### src/rtl/dbg_bridge_pkg.sv
// Shared definitions for the serial debug bridge: opcodes, response codes,
// parser state encoding and the response payload handed to the tx sequencer.
package dbg_bridge_pkg;

   localparam int unsigned BYTE_W = 8;
   localparam int unsigned WORD_W = 32;
   localparam int unsigned CNT_W  = 3;

   localparam logic [BYTE_W-1:0] OP_WRITE = 8'h01;
   localparam logic [BYTE_W-1:0] OP_READ  = 8'h02;
   localparam logic [BYTE_W-1:0] OP_LOCK  = 8'h03;

   localparam logic [BYTE_W-1:0] RSP_OK  = 8'hAA;
   localparam logic [BYTE_W-1:0] RSP_ERR = 8'hEE;

   typedef enum logic [2:0] {
      S_IDLE,
      S_ADDR,
      S_DATA,
      S_LOCK,
      S_BUS,
      S_RESP
   } state_t;

   // Response bytes left-aligned in word, cnt = number of bytes to send (1 or 4)
   typedef struct packed {
      logic [WORD_W-1:0] word;
      logic [CNT_W-1:0]  cnt;
   } resp_t;

   function automatic resp_t one_byte(input logic [BYTE_W-1:0] b);
      return '{word: {b, 24'h000000}, cnt: CNT_W'(1)};
   endfunction

   function automatic resp_t four_bytes(input logic [WORD_W-1:0] w);
      return '{word: w, cnt: CNT_W'(4)};
   endfunction

endpackage

### src/rtl/dbg_tx_seq.sv
// Response byte sequencer: shifts out up to four queued bytes MSB first,
// pacing each one behind tx_busy and keeping tx_stb pulses two cycles apart.
// Ports: clk/rst_n; load + resp (queue a response); tx_busy (from UART);
//        tx_data/tx_stb (to UART); busy_c (bytes still pending).
module dbg_tx_seq
   import dbg_bridge_pkg::*;
(
   input  logic              clk,
   input  logic              rst_n,
   input  logic              load,
   input  resp_t             resp,
   input  logic              tx_busy,
   output logic [BYTE_W-1:0] tx_data,
   output logic              tx_stb,
   output logic              busy_c
);

   logic [WORD_W-1:0] shreg;
   logic [CNT_W-1:0]  cnt;
   logic              fire_c;

   // The transmitter's busy only rises the cycle after tx_stb, so the strobe
   // cycle itself must also block the next send.
   assign fire_c = (cnt != '0) && !tx_busy && !tx_stb;
   assign busy_c = (cnt != '0);

   always_ff @(posedge clk or negedge rst_n) begin
      if (!rst_n) begin
         shreg   <= '0;
         cnt     <= '0;
         tx_data <= '0;
         tx_stb  <= 1'b0;
      end else begin
         tx_stb <= fire_c;
         if (load) begin
            shreg <= resp.word;
            cnt   <= resp.cnt;
         end else if (fire_c) begin
            tx_data <= shreg[WORD_W-1 -: BYTE_W];
            shreg   <= {shreg[WORD_W-BYTE_W-1:0], 8'h00};
            cnt     <= cnt - CNT_W'(1);
         end
      end
   end

endmodule

### src/rtl/wb_dbg_bridge.sv
// Serial-command to Wishbone master bridge for the debug path. Parses
// write/read/lock commands from the UART receiver, runs one 32-bit Wishbone
// cycle per command and returns response bytes; owns the monitor write_lock.
// Ports: sys_clk/sys_rst_n; rx_data/rx_stb (UART rx); tx_data/tx_stb/tx_busy
//        (UART tx); wb_* (Wishbone master); write_lock (1 = locked).
module wb_dbg_bridge
   import dbg_bridge_pkg::*;
#(
   parameter int unsigned BUS_TIMEOUT = 1024,
   parameter int unsigned RX_TIMEOUT  = 1000000,
   parameter int unsigned TMO_W       = 20
) (
   input  logic              sys_clk,
   input  logic              sys_rst_n,
   input  logic [BYTE_W-1:0] rx_data,
   input  logic              rx_stb,
   output logic [BYTE_W-1:0] tx_data,
   output logic              tx_stb,
   input  logic              tx_busy,
   output logic [WORD_W-1:0] wb_adr_o,
   output logic [WORD_W-1:0] wb_dat_o,
   input  logic [WORD_W-1:0] wb_dat_i,
   output logic [3:0]        wb_sel_o,
   output logic              wb_stb_o,
   output logic              wb_cyc_o,
   output logic              wb_we_o,
   input  logic              wb_ack_i,
   output logic              write_lock
);

   state_t            state, state_nx;
   logic              is_write, is_write_nx;
   logic [1:0]        bcnt, bcnt_nx;
   logic [WORD_W-1:0] addr, addr_nx;
   logic [TMO_W-1:0]  tmo, tmo_nx;
   logic [WORD_W-1:0] adr_nx, dat_nx;
   logic              cyc_nx, stb_nx, we_nx, lock_nx;
   logic              load_c;
   resp_t             resp_c;
   logic              tx_pend_c;

   assign wb_sel_o = 4'hF;

   // State and datapath registers
   always_ff @(posedge sys_clk or negedge sys_rst_n) begin
      if (!sys_rst_n) begin
         state      <= S_IDLE;
         is_write   <= 1'b0;
         bcnt       <= '0;
         addr       <= '0;
         tmo        <= '0;
         wb_adr_o   <= '0;
         wb_dat_o   <= '0;
         wb_cyc_o   <= 1'b0;
         wb_stb_o   <= 1'b0;
         wb_we_o    <= 1'b0;
         write_lock <= 1'b1;
      end else begin
         state      <= state_nx;
         is_write   <= is_write_nx;
         bcnt       <= bcnt_nx;
         addr       <= addr_nx;
         tmo        <= tmo_nx;
         wb_adr_o   <= adr_nx;
         wb_dat_o   <= dat_nx;
         wb_cyc_o   <= cyc_nx;
         wb_stb_o   <= stb_nx;
         wb_we_o    <= we_nx;
         write_lock <= lock_nx;
      end
   end

   // Command parser, bus sequencing and response queueing
   always_comb begin
      state_nx    = state;
      is_write_nx = is_write;
      bcnt_nx     = bcnt;
      addr_nx     = addr;
      tmo_nx      = tmo;
      adr_nx      = wb_adr_o;
      dat_nx      = wb_dat_o;
      cyc_nx      = wb_cyc_o;
      stb_nx      = wb_stb_o;
      we_nx       = wb_we_o;
      lock_nx     = write_lock;
      load_c      = 1'b0;
      resp_c      = '0;

      case (state)
         S_IDLE: begin
            tmo_nx = '0;
            if (rx_stb) begin
               bcnt_nx = '0;
               if (rx_data == OP_WRITE || rx_data == OP_READ) begin
                  is_write_nx = (rx_data == OP_WRITE);
                  state_nx    = S_ADDR;
               end else if (rx_data == OP_LOCK) begin
                  state_nx = S_LOCK;
               end else begin
                  load_c   = 1'b1;
                  resp_c   = one_byte(RSP_ERR);
                  state_nx = S_RESP;
               end
            end
         end

         // Argument bytes share the inter-byte timeout
         S_ADDR, S_DATA, S_LOCK: begin
            if (rx_stb) begin
               tmo_nx  = '0;
               bcnt_nx = bcnt + 2'd1;
               if (state == S_ADDR) begin
                  addr_nx = {addr[23:0], rx_data};
                  if (bcnt == 2'd3) state_nx = is_write ? S_DATA : S_BUS;
               end else if (state == S_DATA) begin
                  dat_nx = {wb_dat_o[23:0], rx_data};
                  if (bcnt == 2'd3) state_nx = S_BUS;
               end else begin
                  lock_nx  = rx_data[0];
                  load_c   = 1'b1;
                  resp_c   = one_byte(RSP_OK);
                  state_nx = S_RESP;
               end
            end else if (tmo == TMO_W'(RX_TIMEOUT - 1)) begin
               state_nx = S_IDLE;
            end else begin
               tmo_nx = tmo + TMO_W'(1);
            end
         end

         // cyc low on entry: start the cycle; otherwise wait for ack or timeout.
         // Leaving for RESP the same edge cyc/stb drop keeps stb low after ack.
         S_BUS: begin
            if (!wb_cyc_o) begin
               cyc_nx = 1'b1;
               stb_nx = 1'b1;
               we_nx  = is_write;
               adr_nx = {addr[31:2], 2'b00};
               tmo_nx = '0;
            end else if (wb_ack_i) begin
               cyc_nx   = 1'b0;
               stb_nx   = 1'b0;
               we_nx    = 1'b0;
               load_c   = 1'b1;
               resp_c   = is_write ? one_byte(RSP_OK) : four_bytes(wb_dat_i);
               state_nx = S_RESP;
            end else if (tmo == TMO_W'(BUS_TIMEOUT - 1)) begin
               cyc_nx   = 1'b0;
               stb_nx   = 1'b0;
               we_nx    = 1'b0;
               load_c   = 1'b1;
               resp_c   = one_byte(RSP_ERR);
               state_nx = S_RESP;
            end else begin
               tmo_nx = tmo + TMO_W'(1);
            end
         end

         S_RESP: begin
            tmo_nx = '0;
            if (!tx_pend_c) state_nx = S_IDLE;
         end

         default: state_nx = S_IDLE;
      endcase
   end

   dbg_tx_seq u_tx_seq (
      .clk     (sys_clk),
      .rst_n   (sys_rst_n),
      .load    (load_c),
      .resp    (resp_c),
      .tx_busy (tx_busy),
      .tx_data (tx_data),
      .tx_stb  (tx_stb),
      .busy_c  (tx_pend_c)
   );

endmodule
### config.mk
export PLATFORM = sky130hd
export DESIGN_NAME = wb_dbg_bridge
export DESIGN_NICKNAME = d
export VERILOG_FILES = /design/src/rtl/dbg_bridge_pkg.sv /design/src/rtl/dbg_tx_seq.sv /design/src/rtl/wb_dbg_bridge.sv
export SDC_FILE = /design/constraint.sdc
export NUM_CORES = 1
export LEC_CHECK = 0
export ABC_AREA = 1
export CORE_MARGIN = 2
export CORE_UTILIZATION = 50
export CTS_BUF_LIST = sky130_fd_sc_hd__clkbuf_8
export DETAILED_ROUTE_END_ITERATION = 8
export PLACE_DENSITY = 0.86
export SYNTH_ARGS = -nofsm -noshare
export SYNTH_HDL_FRONTEND = slang
export SYNTH_SLANG_ARGS = --single-unit
### constraint.sdc
create_clock -name sys_clk -period 1.9 [get_ports sys_clk]
set_input_delay 0.285 -clock sys_clk [delete_from_list [all_inputs] [get_ports sys_clk]]
set_output_delay 0.285 -clock sys_clk [all_outputs]
set_load 0.01 [all_outputs]
Yosys cells after proc, flatten, opt, wreduce, memory -nomap -nowiden
Cells that the tools add are included.
{ "word_totals": {"reg_bits": 168, "word_cells": 123, "out_inout_bits": 81, "in_bits": 45} }
{ "op_classes": {"n_mux": 56, "n_bitwise": 4, "eq_ne": 23, "n_reduce_logical": 22, "add_sub_neg": 3} }
{ "ops": {"columns": ["cell", "count"], "rows": [
  ["2-to-1 mux 35 bit", 10],
  ["one-hot mux 35 bit (3 select lines)", 1],
  ["2-to-1 mux 20 bit", 5],
  ["2-to-1 mux 32 bit", 2],
  ["one-hot mux 20 bit (3 select lines)", 1],
  ["2-to-1 mux 3 bit", 16],
  ["adder 20 x 1 -> 20 bit (second input constant)", 1],
  ["equality test 20 x 10 -> 1 bit (second input constant)", 1],
  ["equality test 20 bit (second input constant)", 1],
  ["equality test 8 x 2 -> 1 bit (second input constant)", 2],
  ["2-to-1 mux 1 bit", 16],
  ["!= test 3 bit (second input constant)", 5],
  ["one-hot mux 3 bit (4 select lines)", 1],
  ["AND reduction 4 bit", 3],
  ["AND reduction 3 bit", 3],
  ["equality test 8 x 1 -> 1 bit (second input constant)", 1],
  ["!= test 2 bit (second input constant)", 4],
  ["!= test 4 bit (second input constant)", 2],
  ["AND reduction 7 bit", 1],
  ["equality test 3 x 2 -> 1 bit (second input constant)", 2],
  ["equality test 3 bit (second input constant)", 2],
  ["AND reduction 2 bit", 3],
  ["nonzero test 3 bit", 2],
  ["2-to-1 mux 2 bit", 2],
  ["15 further kinds", 21]
]} }

Longest topological paths before layout
Gate-level depths: netlist of the first run.
{ "logic_depth": {"ltp_word": 7, "depth_mapped": 14, "depth_no_buf": 13} }

Modules after synthesis
A second synthesis of the first run with hierarchy kept.
{ "unflattened": {"hier_cells": 1022, "hier_area_um2": 8177.8} }
{ "by_module_without_submodules": {"columns": ["module", "cells_per_inst", "area_each_um2", "instances", "seq_area_each_um2"], "rows": [
  ["wb_dbg_bridge", 766, 5994.5, 1, 3104.2],
  ["dbg_tx_seq", 256, 2183.3, 1, 1101.1]
]} }

Worst setup path before layout of the first run
Ideal clock, no wire load.
{ "synth_timing": {"kind": "register to register", "start": "reg tmo[0]", "end": "reg u_tx_seq.cnt[0]", "path_buffers": 2, "required_ps": 1773, "slack_ps": 113, "stages_incl_launch_ff": 15, "setup_ps": 127, "arrival_time_ps": 1660, "period_less_slack_ps": 1787, "cell_sequence": "dfrtp_1 -> ha_1 -> nand3_2 -> inv_2 -> nand2_2 -> inv_2 -> nand3_2 -> nand2_2 -> nand2_2 -> buf_6 -> nand3_4 -> inv_4 -> buf_6 -> nand2_1 -> nand3b_1"} }
{ "synth_between": {"elab_chain_len": 6, "elab_cells_between_ends": 11, "cone_classes": "eq/ne: 1; mux: 9; reduce/logical: 1"} }
{ "synth_lines": {"columns": ["element", "line", "rtl"], "rows": [
  ["start, declared", "wb_dbg_bridge.sv:35", "logic [TMO_W-1:0] tmo, tmo_nx;"],
  ["start signal, assigned", "wb_dbg_bridge.sv:63", "tmo <= tmo_nx;"],
  ["equality test 20 x 10 -> 1 bit *", "wb_dbg_bridge.sv:147", "end else if (tmo == TMO_W'(BUS_TIMEOUT - 1)) begin"],
  ["2-to-1 mux 35 bit / 2-to-1 mux 1 bit (equally long branches)", "wb_dbg_bridge.sv:147", null],
  ["2-to-1 mux 35 bit / 2-to-1 mux 1 bit (equally long branches)", "wb_dbg_bridge.sv:140", "end else if (wb_ack_i) begin"],
  ["2-to-1 mux 35 bit / 2-to-1 mux 1 bit (equally long branches)", "wb_dbg_bridge.sv:134", "if (!wb_cyc_o) begin"],
  ["one-hot mux 35 bit (3 select lines) / one-hot mux 1 bit (3 select lines) (equally long branches)", "wb_dbg_bridge.sv:89", "case (state)"],
  ["2-to-1 mux 3 bit / nonzero test 2 bit (equally long branches)", null, null],
  ["end signal, assigned", "dbg_tx_seq.sv:37", "cnt <= resp.cnt;"],
  ["end signal, assigned", "dbg_tx_seq.sv:41", "cnt <= cnt - CNT_W'(1);"],
  ["end, declared", "dbg_tx_seq.sv:19", "logic [CNT_W-1:0] cnt;"]
]} }
Mark *: on every way between the ends. The rest lies on a longest branch, timed or not.
A chain may end at the register's enable or synchronous reset.

Worst setup path in the final report of the first run
{ "layout_timing": {"start": "reg tmo[17]", "end": "reg u_tx_seq.shreg[31]"} }
{ "layout_between": {"elab_chain_len": 6, "elab_cells_between_ends": 11, "cone_classes": "eq/ne: 1; mux: 9; reduce/logical: 1"} }
{ "layout_lines": {"columns": ["element", "line", "rtl"], "rows": [
  ["equality test 20 x 10 -> 1 bit *", "wb_dbg_bridge.sv:147", null],
  ["2-to-1 mux 35 bit / 2-to-1 mux 1 bit (equally long branches)", "wb_dbg_bridge.sv:147", null],
  ["2-to-1 mux 35 bit / 2-to-1 mux 1 bit (equally long branches)", "wb_dbg_bridge.sv:140", null],
  ["2-to-1 mux 35 bit / 2-to-1 mux 1 bit (equally long branches)", "wb_dbg_bridge.sv:134", null],
  ["one-hot mux 35 bit (3 select lines) / one-hot mux 1 bit (3 select lines) (equally long branches)", "wb_dbg_bridge.sv:89", null],
  ["2-to-1 mux 32 bit / nonzero test 2 bit (equally long branches)", null, null],
  ["end signal, assigned", "dbg_tx_seq.sv:36", "shreg <= resp.word;"],
  ["end signal, assigned", "dbg_tx_seq.sv:40", "shreg <= {shreg[WORD_W-BYTE_W-1:0], 8'h00};"],
  ["end, declared", "dbg_tx_seq.sv:18", "logic [WORD_W-1:0] shreg;"]
]} }
Marked as above.

==> summary.md, run 1 <==
| Metric | Value |
|---|---|
| Sw frac | between 30% and 40% |
| Layout Nets | 1155 |
| Die X | 129 um |
| Largest net degree at the start of global routing | 65 |
| Post-Synthesis Cells | 947 |
| Startpoint types | flop |
| Initial Util | 51.2% |
| Period minus WS final | around 1.9 ns |
| Vias in the first global route | 6596 |
| Clk slew on worst S/H paths | 0.09 ns |
| Tot Pwr | roughly 13 mW |
| Worst path required time | between 2 and 2.5 ns |
| DRT Pass-1 Iters | 5 |
| Layout fillers | approximately 1200 |
| Sequential-to-total area share from yosys stat | 53.9% |
| Worst ir drop on vdd | 0.710 mV |
| Area of the multi-input gates | about 3100 um2 |
| Leakage | 4.91 nW |
| Fin. max-slew vios | 0 |
| Crit Path Max Fanout | 8 |
| Area growth, synth to finish | 29.4% |
| Routed len/inst | 14.5 um |
| RSZ-0062 raised after global routing | true |
| Chip height | 129 um |
| Placed Area | 9510 um2 |
| P_sw | 4.68 mW |
| Number of top-level pins | approximately 130 |
| DRC | 0 |
| N_diodes | 0 |
| Inserted Clock Buffers | 17 |
| Status | complete, but fails checks |
| Pint | 8.04 mW |
| Synth unique cells | 35 |
| Fmax achieved | 522 MHz |
| Total Routing Usage GR | about a quarter |
| Antenna-violating nets left | 0 |
| Min-Delay Path Class | input port to asynchronous set/reset pin |
| Worst slack at placement | -0.322 ns |
| Final setup vio count | 1 |
| Maxcap violations | 0 |
| Cell Pwr Density | between 1000 and 1500 nW/um2 |
| Reg area | about 4200 um2 |
| Sinks on Clock Net | 168 |
| First-pass GRT wire length | 31500 um |
| Finished Cell Area | 10100 um2 |
| CTS tree | done |
| Worst setup EP type | flop |
| Row count | 45 |
| Final wirelength | 19300 um |
| Core area | 15300 um2 |
| Average cell area after synthesis | roughly 8.2 um2 |
| Skew-Pair Late Insertion Delay | 0.46 ns |
| Hold violation count in the final report | 0 |
| Failing checks | setup timing |
| Flop pwr share | 41.7% |
| Total gr overflow | 0 |
| Cell area after synthesis | approximately 7800 um2 |
| DR vias/cell | 5.20 |
| Clk buf depth | 2 |
| H-tree depth | 4 |
| Inst Count DP | 1289 |
| Fin Clk Skew | approximately 0.011 ns |
| PnR worst setup slack | -0.0167 ns |
| Routed via count | 6919 |
| Initial antenna violation count | 1 |
| WP data arrival | between 2 and 2.5 ns |
| Tcrit/Tclk final | 101% |
| Gpl congestion | 0.946 |
| Yosys warns | 0 |
| IO buf count | 119 |
| CP Class | flop to flop |
| Die ar. | between 15000 and 20000 um2 |
| Clock power frac | 21.0% |
| Layout cells sized above 1 | 13.6% |
| Number of DRC markers in iteration 0 | 619 |
| CTS root buf | clkbuf_8 |
| Synthesis-stage register bit count | 168 |
| DP HPWL | roughly 13000 um |
| Comb pwr share | 37.3% |
| Cell Count, Final, Fillers Out | 1330 |
## sequential cells by signal (all words and copies together), names as in the netlist, 2 cells and up
register and cells:
addr 32, bcnt 2, u_tx_seq.tx_data 8, wb_dat_o 32, state 3, u_tx_seq.shreg 32, u_tx_seq.cnt 3, tmo 20
wb_adr_o 30
## logic make-up (layout without fill, tap and decap cells)
family	Yosys count	count (layout)	share of synthesized area (%)
AO/OA/AOI/OAI	137	137	9.12
XOR/XNOR	4	4	0.449
adder cells (fa/ha/maj)	4	4	0.641
buffers and inverters	141	309	8.01
flip-flops	168	168	53.9
multiplexers	16	16	2.31
other	2	6	0.0962
AND/OR/NAND/NOR	475	475	25.5
## per-stage QoR
stage | setup TNS (ns) | util, % | hold WS, ns
6_report | -0.0167 | 66.2 | 0.303
3_5_place_dp | -9.86 | 62.3 | 0.226
5_1_grt | -0.189 | 66.2 | 0.332
4_1_cts | 0 | 65.5 | 0.289
3_3_place_gp | -6.27 | 62.3 | 0.226
2_1_floorplan | 0 | - | -0.0106
## final cells by class
| cell class | instances | share of cell area (%) |
|---|---|---|
| sequential | 168 | 41.6 |
| multi-input combinational | 642 | 30.4 |
| timing repair buffer | 183 | 17.5 |
| inverter | 93 | 3.63 |
| tap | 211 | 2.61 |
| clock buffer | 19 | 2.59 |
| clock inverter | 13 | 1.55 |
| timing repair inverter | 1 | 0.0619 |
## layout by cell type (no fill, tap or decap), types with 4 or more instances in the layout
| master | instances |
|---|---|
| inv_2 | 5 |
| nand3_4 | 4 |
| nand4_1 | 19 |
| nor2_2 | 7 |
| clkbuf_8 | 19 |
| buf_12 | 7 |
| nand2_2 | 6 |
| nor3_1 | 6 |
| nand2_1 | 310 |
| mux2_2 | 16 |
| nand3_1 | 50 |
| buf_4 | 53 |
| o21ai_0 | 109 |
| conb_1 | 6 |
| inv_6 | 5 |
| nor2_1 | 61 |
| inv_1 | 84 |
| a21oi_1 | 16 |
| xor2_1 | 4 |
| clkdlybuf4s50_1 | 117 |
| dfrtp_1 | 166 |
## cells in the mapped netlist (all sizes together)
| cell type | number | area share, % |
|---|---|---|
| nand2 | 318 | 15 |
| dfrtp | 167 | 54 |
| o21ai | 111 | 7.2 |
| inv | 93 | 4.5 |
| nor2 | 71 | 3.7 |
| nand3 | 55 | 3.9 |
| buf | 25 | 2.4 |
| clkbuf | 23 | 1.1 |
| nand4 | 19 | 1.5 |
| a21oi | 16 | 1.0 |
| mux2 | 16 | 2.3 |
| nor3 | 7 | 0.45 |
| ha | 4 | 0.64 |
| xor2 | 4 | 0.45 |
| nand3b | 3 | 0.29 |
| o22ai | 3 | 0.24 |
| conb | 2 | 0.096 |
| o211ai | 2 | 0.19 |
| o31ai | 2 | 0.19 |
| a31o | 1 | 0.11 |
| dfstp | 1 | 0.34 |
| nor3b | 1 | 0.096 |
| o21a | 1 | 0.096 |
| o21bai | 1 | 0.096 |
| or2 | 1 | 0.080 |
## metal layers
metal / GRT usage (%) / part of all wire, % / vias to the layer above
li1: - / - / 3334
met1: 33.1 / 43 / 3261
met2: 37.4 / 47 / 291
met3: 6.07 / 8.4 / 31
met4: 8.70 / 1.5 / 2
met5: 0 / 0.067 / -
## worst max-delay path, cell delays in order (launching register included)
cell and delay, ns:
dfrtp_1 0.46, inv_1 0.13, nand2_1 0.08, nor2_2 0.21, nand3_4 0.13, nand2_4 0.10, nand2_4 0.06, buf_12 0.15
nand3_4 0.14, buf_6 0.16, nor2_2 0.04, nor2_1 0.10, nand2_1 0.06
## final timing paths
path	startpoint	end	cells after the start	slack (ns)
min in group sys_clk	wb_dat_i[4]	u_tx_seq.shreg[4]	3	0.34
max in group asynchronous	sys_rst_n	wb_adr_o[23]	3	0.95
hold / removal	sys_rst_n	tmo[19]	2	0.30
setup reg to reg	tmo[17]	u_tx_seq.shreg[31]	12	-0.02
hold reg to reg	u_tx_seq.shreg[26]	u_tx_seq.tx_data[2]	2	0.48
setup / recovery	tmo[17]	u_tx_seq.shreg[31]	12	-0.02
## power groups by stage
| stage | Sequential, mW | Combinational [mW] | Clock (mW) |
|---|---|---|---|
| CTS | 5.29 | 4.66 | 2.71 |
| finish | 5.30 | 4.75 | 2.67 |
| global placement | 5.31 | 4.39 | 0 |
| global route | 5.43 | 5.28 | 2.83 |
| floorplan | 5.41 | 2.52 | 0 |
| detailed placement | 5.35 | 4.53 | 0 |
## timing repair
action,in CTS,in global routing
resized for setup,9,19
gates cloned,2,0
endpoints found under the hold margin,33,0
setup buffers,2,4
endpoints found under the setup margin,28,62
hold buffers,1,0
pin swaps,0,6
No activity file was read; power rests on OpenSTA's default activity.
==> inputs of run 2 (changes only) <==
- CORE_MARGIN: 2 -> 5
- CORE_UTILIZATION: 50 -> 31
- PLACE_DENSITY: 0.86 -> 0.61
==> run 2 against run 1 <==
The run now ends clean; clock skew increased by 0.0017 ns; register-to-register slack improved by 0.10 ns; sequential share of layout area shrank 1.3 points; first-iteration DRC count shrank 23%; worst hold slack worse by 0.037 ns; critical path depth increased by 2; die area increased by 71%; final cell count rose by 10%; fmax up 5.6%; clock-buffer cell count fell by 2; power rose by 1.2%; setup slack improved by 0.10 ns; critical path type unchanged; largest power group unchanged.
==> summary.md, run 2 (synthesized netlist as in run 1, its figures left out) <==
| Metric | Value |
|---|---|
| Period minus WS final | 1.81 ns |
| Layout Nets | 1173 |
| Layout cells sized above 1 | 15.1% |
| Commonest non-fill, non-tap cell in the layout | nand2_1 |
| Row count | 58 |
| Total Routing Usage GR | about 15% |
| Crit Path Max Fanout | 7 |
| Number of DRC markers in iteration 0 | 478 |
| Clk slew on worst S/H paths | 0.09 ns |
| Gpl congestion | 0.904 |
| RSZ-0062 raised after global routing | true |
| Core area | ~25000 um2 |
| Fin. max-slew vios | 0 |
| Initial Util | a little under a third |
| Setup crit start | tmo[1] |
| Worst R2R End | tmo[13] |
| DRC | 0 |
| WP data arrival | 2.16 ns |
| Die ar. | 28500 um2 |
| Inst Count DP | about 1400 |
| DRT Pass-1 Iters | 5 |
| Clk buf depth | 2 |
| Global-route met1 utilization | 20.9% |
| Antenna-violating nets left | 0 |
| DR vias/cell | 4.56 |
| Min-Delay Path Class | input port to asynchronous set/reset pin |
| Tcrit/Tclk final | 95.5% |
| Final setup vio count | 0 |
| Grt met2 use | 22.2% |
| Inserted Clock Buffers | 17 |
| Fmax achieved | 551 MHz |
| Routed len/inst | 14.3 um |
| Hold violation count in the final report | 0 |
| CP Class | flop to flop |
| Final setup TNS | 0 ns |
| Top Registers | addr: 32 flops, u_tx_seq.shreg: 32 flops, wb_dat_o: 32 flops |
| N_diodes | 0 |
| Skew-Pair Late Insertion Delay | 0.47 ns |
| Met3 Use GR | approximately 4.6% |
| CTS root buf | clkbuf_8 |
| Chip height | 169 um |
| Largest net degree at the start of global routing | 65 |
| First-pass GRT wire length | roughly 34000 um |
| Grt peak-use layer | met2 |
| Most frequent cells in the layout | nand2_1, dfrtp_1, clkdlybuf4s50_1, o21ai_0, inv_1 |
| Routed via count | 6685 |
| Vias in the first global route | 6499 |
| Final wirelength | 21000 um |
| IO buf count | 119 |
| Worst path required time | about 2.3 ns |
| PnR worst setup slack | 0.0856 ns |
| Initial antenna violation count | 0 |
| Finished Core Util | 41.8% |
| Worst setup EP type | flop |
| H-tree depth | 4 |
| Leakage | 5.00 nW |
| Worst slack at placement | -0.319 ns |
| Maxcap violations | 0 |
| Sinks on Clock Net | around 170 |
| CTS tree | done |
| Startpoint types | flop |
| Fin Clk Skew | 0.0129 ns |
| Status | finished clean |
| DP HPWL | 15200 um |
| Area growth, synth to finish | 33.5% |
| Total gr overflow | 0 |
| Cell Pwr Density | 1230 nW/um2 |
| Cell Count, Final, Fillers Out | 1466 |
| Die X | 169 um |
| Layout fillers | between 2000 and 3000 |
| Critical Path Sink | tmo[13] |
| R2R Setup Slk | 0.09 ns |
| Number of top-level pins | 126 |
| R2R Path Start | tmo[1] |
| Reg2Reg Depth | 14 |
| Worst ir drop on vdd | 0.542 mV |
-- run 2: timing repair --
action / 4_1_cts / 5_1_grt
gates resized for setup: 3 / 41
pin swaps: 0 / 7
setup buffers: 0 / 4
endpoints found under the setup margin: 4 / 66
hold buffers: 1 / 0
gates cloned: 0 / 2
hold endpoints to repair: 24 / 0
-- run 2: worst max-delay path, cell delays in order (launching register included) --
cell and delay (ns):
dfrtp_1 0.37, ha_2 0.21, nand3_4 0.10, inv_2 0.08, nand2_2 0.05, inv_2 0.07, nand3_4 0.08, nand2_4 0.12
nand2_8 0.08, nand2_4 0.09, nor2_4 0.04, buf_12 0.14, buf_6 0.13, nand2_2 0.06, o21ai_2 0.06
-- run 2: area by class of cell --
cell class	instances	area (um2)	share of cell area (%)
sequential	168	4210	40.4
inverter	93	362	3.47
clock inverter	14	196	1.88
clock buffer	17	234	2.24
timing repair buffer	202	1930	18.6
multi-input combinational	642	3080	29.5
tap	330	413	3.96
-- run 2: power by group --
group	total [mW]	internal, mW	switching, mW
Combinational	4.76	2.12	2.64
Clock	2.82	1.44	1.38
Sequential	5.30	4.68	0.620
Total	12.9	8.24	4.63
-- run 2: layer usage --
layer | vias up | routed length, um | part of all wire, %
li1 | 3357 | - | -
met1 | 3129 | 10000 | 48
met2 | 177 | 9190 | 44
met3 | 22 | 1510 | 7.2
met4 | 0 | 256 | 1.2
met5 | - | 0 | 0
-- run 2: worst min-delay path by stage --
stage                               to      start  cells past startpoint  slack, ns
final                     wb_dat_o[10]  sys_rst_n                      2       0.27
after floorplan                addr[0]  sys_rst_n                      0      -0.01
after global placement    wb_dat_o[24]  sys_rst_n                      1       0.19
after detailed placement  wb_dat_o[10]  sys_rst_n                      1       0.20
after CTS                 wb_dat_o[10]  sys_rst_n                      2       0.26
after global routing      wb_dat_o[10]  sys_rst_n                      2       0.27
-- run 2: per-stage QoR --
step                cell area [um2]  total power, mW  hold WS (ns)
floorplan                      7820             7.93       -0.0106
global placement               9810             9.90         0.194
detailed placement             9810             10.0         0.196
CTS                           10300             12.9         0.257
global route                  10400             13.9         0.267
finish                        10400             12.9         0.266
==> inputs of run 3 (changes only) <==
- PLACE_DENSITY: 0.61 -> unset
==> run 3 against run 2 <==
Final area rose by 0.13%; wire length down 0.92%; critical path depth is the same; flip-flop and latch count unchanged; power grew 0.98%; setup slack worse by 0.039 ns; sequential share of layout area down 0.065 points; via count decreased by 0.21%; global-route usage rose by 0.064 points; critical endpoint is now u_tx_seq.cnt[0]; largest cell class unchanged; highest routed layer is now met5.
==> summary.md, run 3 (synthesized netlist as in run 1, its figures left out) <==
| Metric | Value |
|---|---|
| CTS tree | done |
| Crit Path Max Fanout | 11 |
| Number of top-level pins | 126 |
| Clk slew on worst S/H paths | 0.10 ns |
| CTS root buf | clkbuf_8 |
| Min-Delay Path Class | input port to asynchronous set/reset pin |
| Row count | 58 |
| DRT Pass-1 Iters | 4 |
| H-tree depth | 4 |
| Die ar. | 28500 um2 |
| Clk buf depth | 2 |
| Layout cells sized above 1 | 15.0% |
| Maxcap violations | 0 |
| Sinks on Clock Net | 168 |
| Worst path required time | 2.24 ns |
| Worst setup EP type | flop |
| N_diodes | 0 |
| Cell Pwr Density | 1250 nW/um2 |
| Top Registers | addr: 32 flops, u_tx_seq.shreg: 32 flops, wb_dat_o: 32 flops |
| Fmax achieved | 540 MHz |
| Routed via count | 6671 |
| Startpoint types | flop |
| IO buf count | between 100 and 150 |
| Initial antenna violation count | 1 |
| Fin. max-slew vios | 0 |
| Period minus WS final | roughly 1.9 ns |
| Skew-Pair Late Insertion Delay | 0.46 ns |
| Largest net degree at the start of global routing | 65 |
| CP Class | flop to flop |
| Final setup TNS | 0 ns |
| Leakage | around 5 nW |
| Final wirelength | ~21000 um |
| Initial Util | between 30% and 40% |
| Tot Pwr | ~13 mW |
| Core area | 25000 um2 |
| Worst ir drop on vdd | 0.591 mV |
| Tcrit/Tclk final | a little over nine tenths |
| DP HPWL | roughly 15000 um |
| DR vias/cell | between 4 and 5 |
| Die X | 169 um |
| Total gr overflow | 0 |
| DRC | 0 |
| Hold violation count in the final report | 0 |
| Antenna-violating nets left | 0 |
| Chip height | 169 um |
| Inserted Clock Buffers | 17 |
| RSZ-0062 raised after global routing | true |
| Routed len/inst | around 14 um |
| Gpl congestion | 0.880 |
| First-pass GRT wire length | 34500 um |
| Final setup vio count | 0 |
| Number of DRC markers in iteration 0 | 386 |
| Commonest non-fill, non-tap cell in the layout | nand2_1 |
| Layout Nets | 1174 |
| Status | finished clean |
| WP data arrival | 2.20 ns |
| Most frequent cells in the layout | nand2_1, dfrtp_1, clkdlybuf4s50_1, o21ai_0, inv_1 |
| Total Routing Usage GR | 15.0% |
| Vias in the first global route | between 6000 and 7000 |
| Area growth, synth to finish | 33.7% |
| Fin Clk Skew | 0.0140 ns |
[run 3: changes by cell type in the layout (fill, tap and decap cells not counted), sizes merged]
cell,previous run,this run
inv,97,98
clkbuf,17,20
bufinv,4,3
clkinvlp,2,1
buf,83,84
clkinv,4,3
[run 3: area by class of cell]
cell class                      count  area (um2)
Tap cell                          330         413
Clock inverter                     12         149
Inverter                           93         354
Fill cell                        2569       14500
Timing Repair Buffer              203        1970
Clock buffer                       20         275
Multi-Input combinational cell    642        3070
Sequential cell                   168        4210
[run 3: final timing paths]
kind                                   startpoint                 to  slack, ns  cells past startpoint
worst max-delay path                       tmo[1]    u_tx_seq.cnt[0]       0.05                     14
worst min-delay path                    sys_rst_n       wb_dat_o[19]       0.29                      2
worst max register to register             tmo[1]    u_tx_seq.cnt[0]       0.05                     14
worst min register to register  u_tx_seq.shreg[2]  u_tx_seq.shreg[2]       0.48                      2
max in group asynchronous               sys_rst_n        wb_adr_o[7]       0.95                      3
min in group sys_clk                  wb_dat_i[2]  u_tx_seq.shreg[2]       0.35                      3
[run 3: report_power, final]
part	internal (mW)	leakage [nW]	total (mW)	switching, mW
Sequential	4.68	2.19	5.27	0.595
Clock	1.40	0.224	2.76	1.36
Combinational	2.29	2.63	4.96	2.68
[run 3: layer usage]
metal	GRT usage [%]	share of wire, %
met5	0	0.063
met4	2.96	0.97
met3	5.32	7.0
met2	23.1	44
met1	20.4	48
[run 3: critical path: stages (launching register included)]
cell      delay (ns)
dfrtp_1         0.37
ha_2            0.20
nand3_2         0.10
inv_2           0.10
nand2_2         0.06
inv_2           0.08
nand3_4         0.10
nand2_4         0.11
nand2_4         0.06
buf_12          0.15
nand3_4         0.10
inv_4           0.06
buf_12          0.13
nand2_1         0.05
nand3b_1        0.07
[run 3: what timing repair did]
| item | 4_1_cts | 5_1_grt |
|---|---|---|
| gates resized for setup | 1 | 27 |
| setup buffers | 0 | 2 |
| pin swaps | 0 | 5 |
| endpoints found under the hold margin | 33 | 0 |
| gates cloned | 0 | 0 |
| hold buffers | 1 | 0 |
| setup endpoints to repair | 5 | 67 |
[run 3: stage by stage]
step | setup WS, ns | instance area, um2 | util [%] | hold slack (ns) | instances
floorplan | 0.113 | 7820 | - | -0.0106 | 951
global placement | -0.171 | 9890 | 39.6 | 0.223 | 1433
detailed placement | -0.234 | 9890 | 39.6 | 0.227 | 1433
CTS | 0.00354 | 10300 | 41.4 | 0.279 | 1466
global route | -0.0648 | 10400 | 41.8 | 0.298 | 1468
finish | 0.0466 | 10400 | 41.8 | 0.289 | 1468
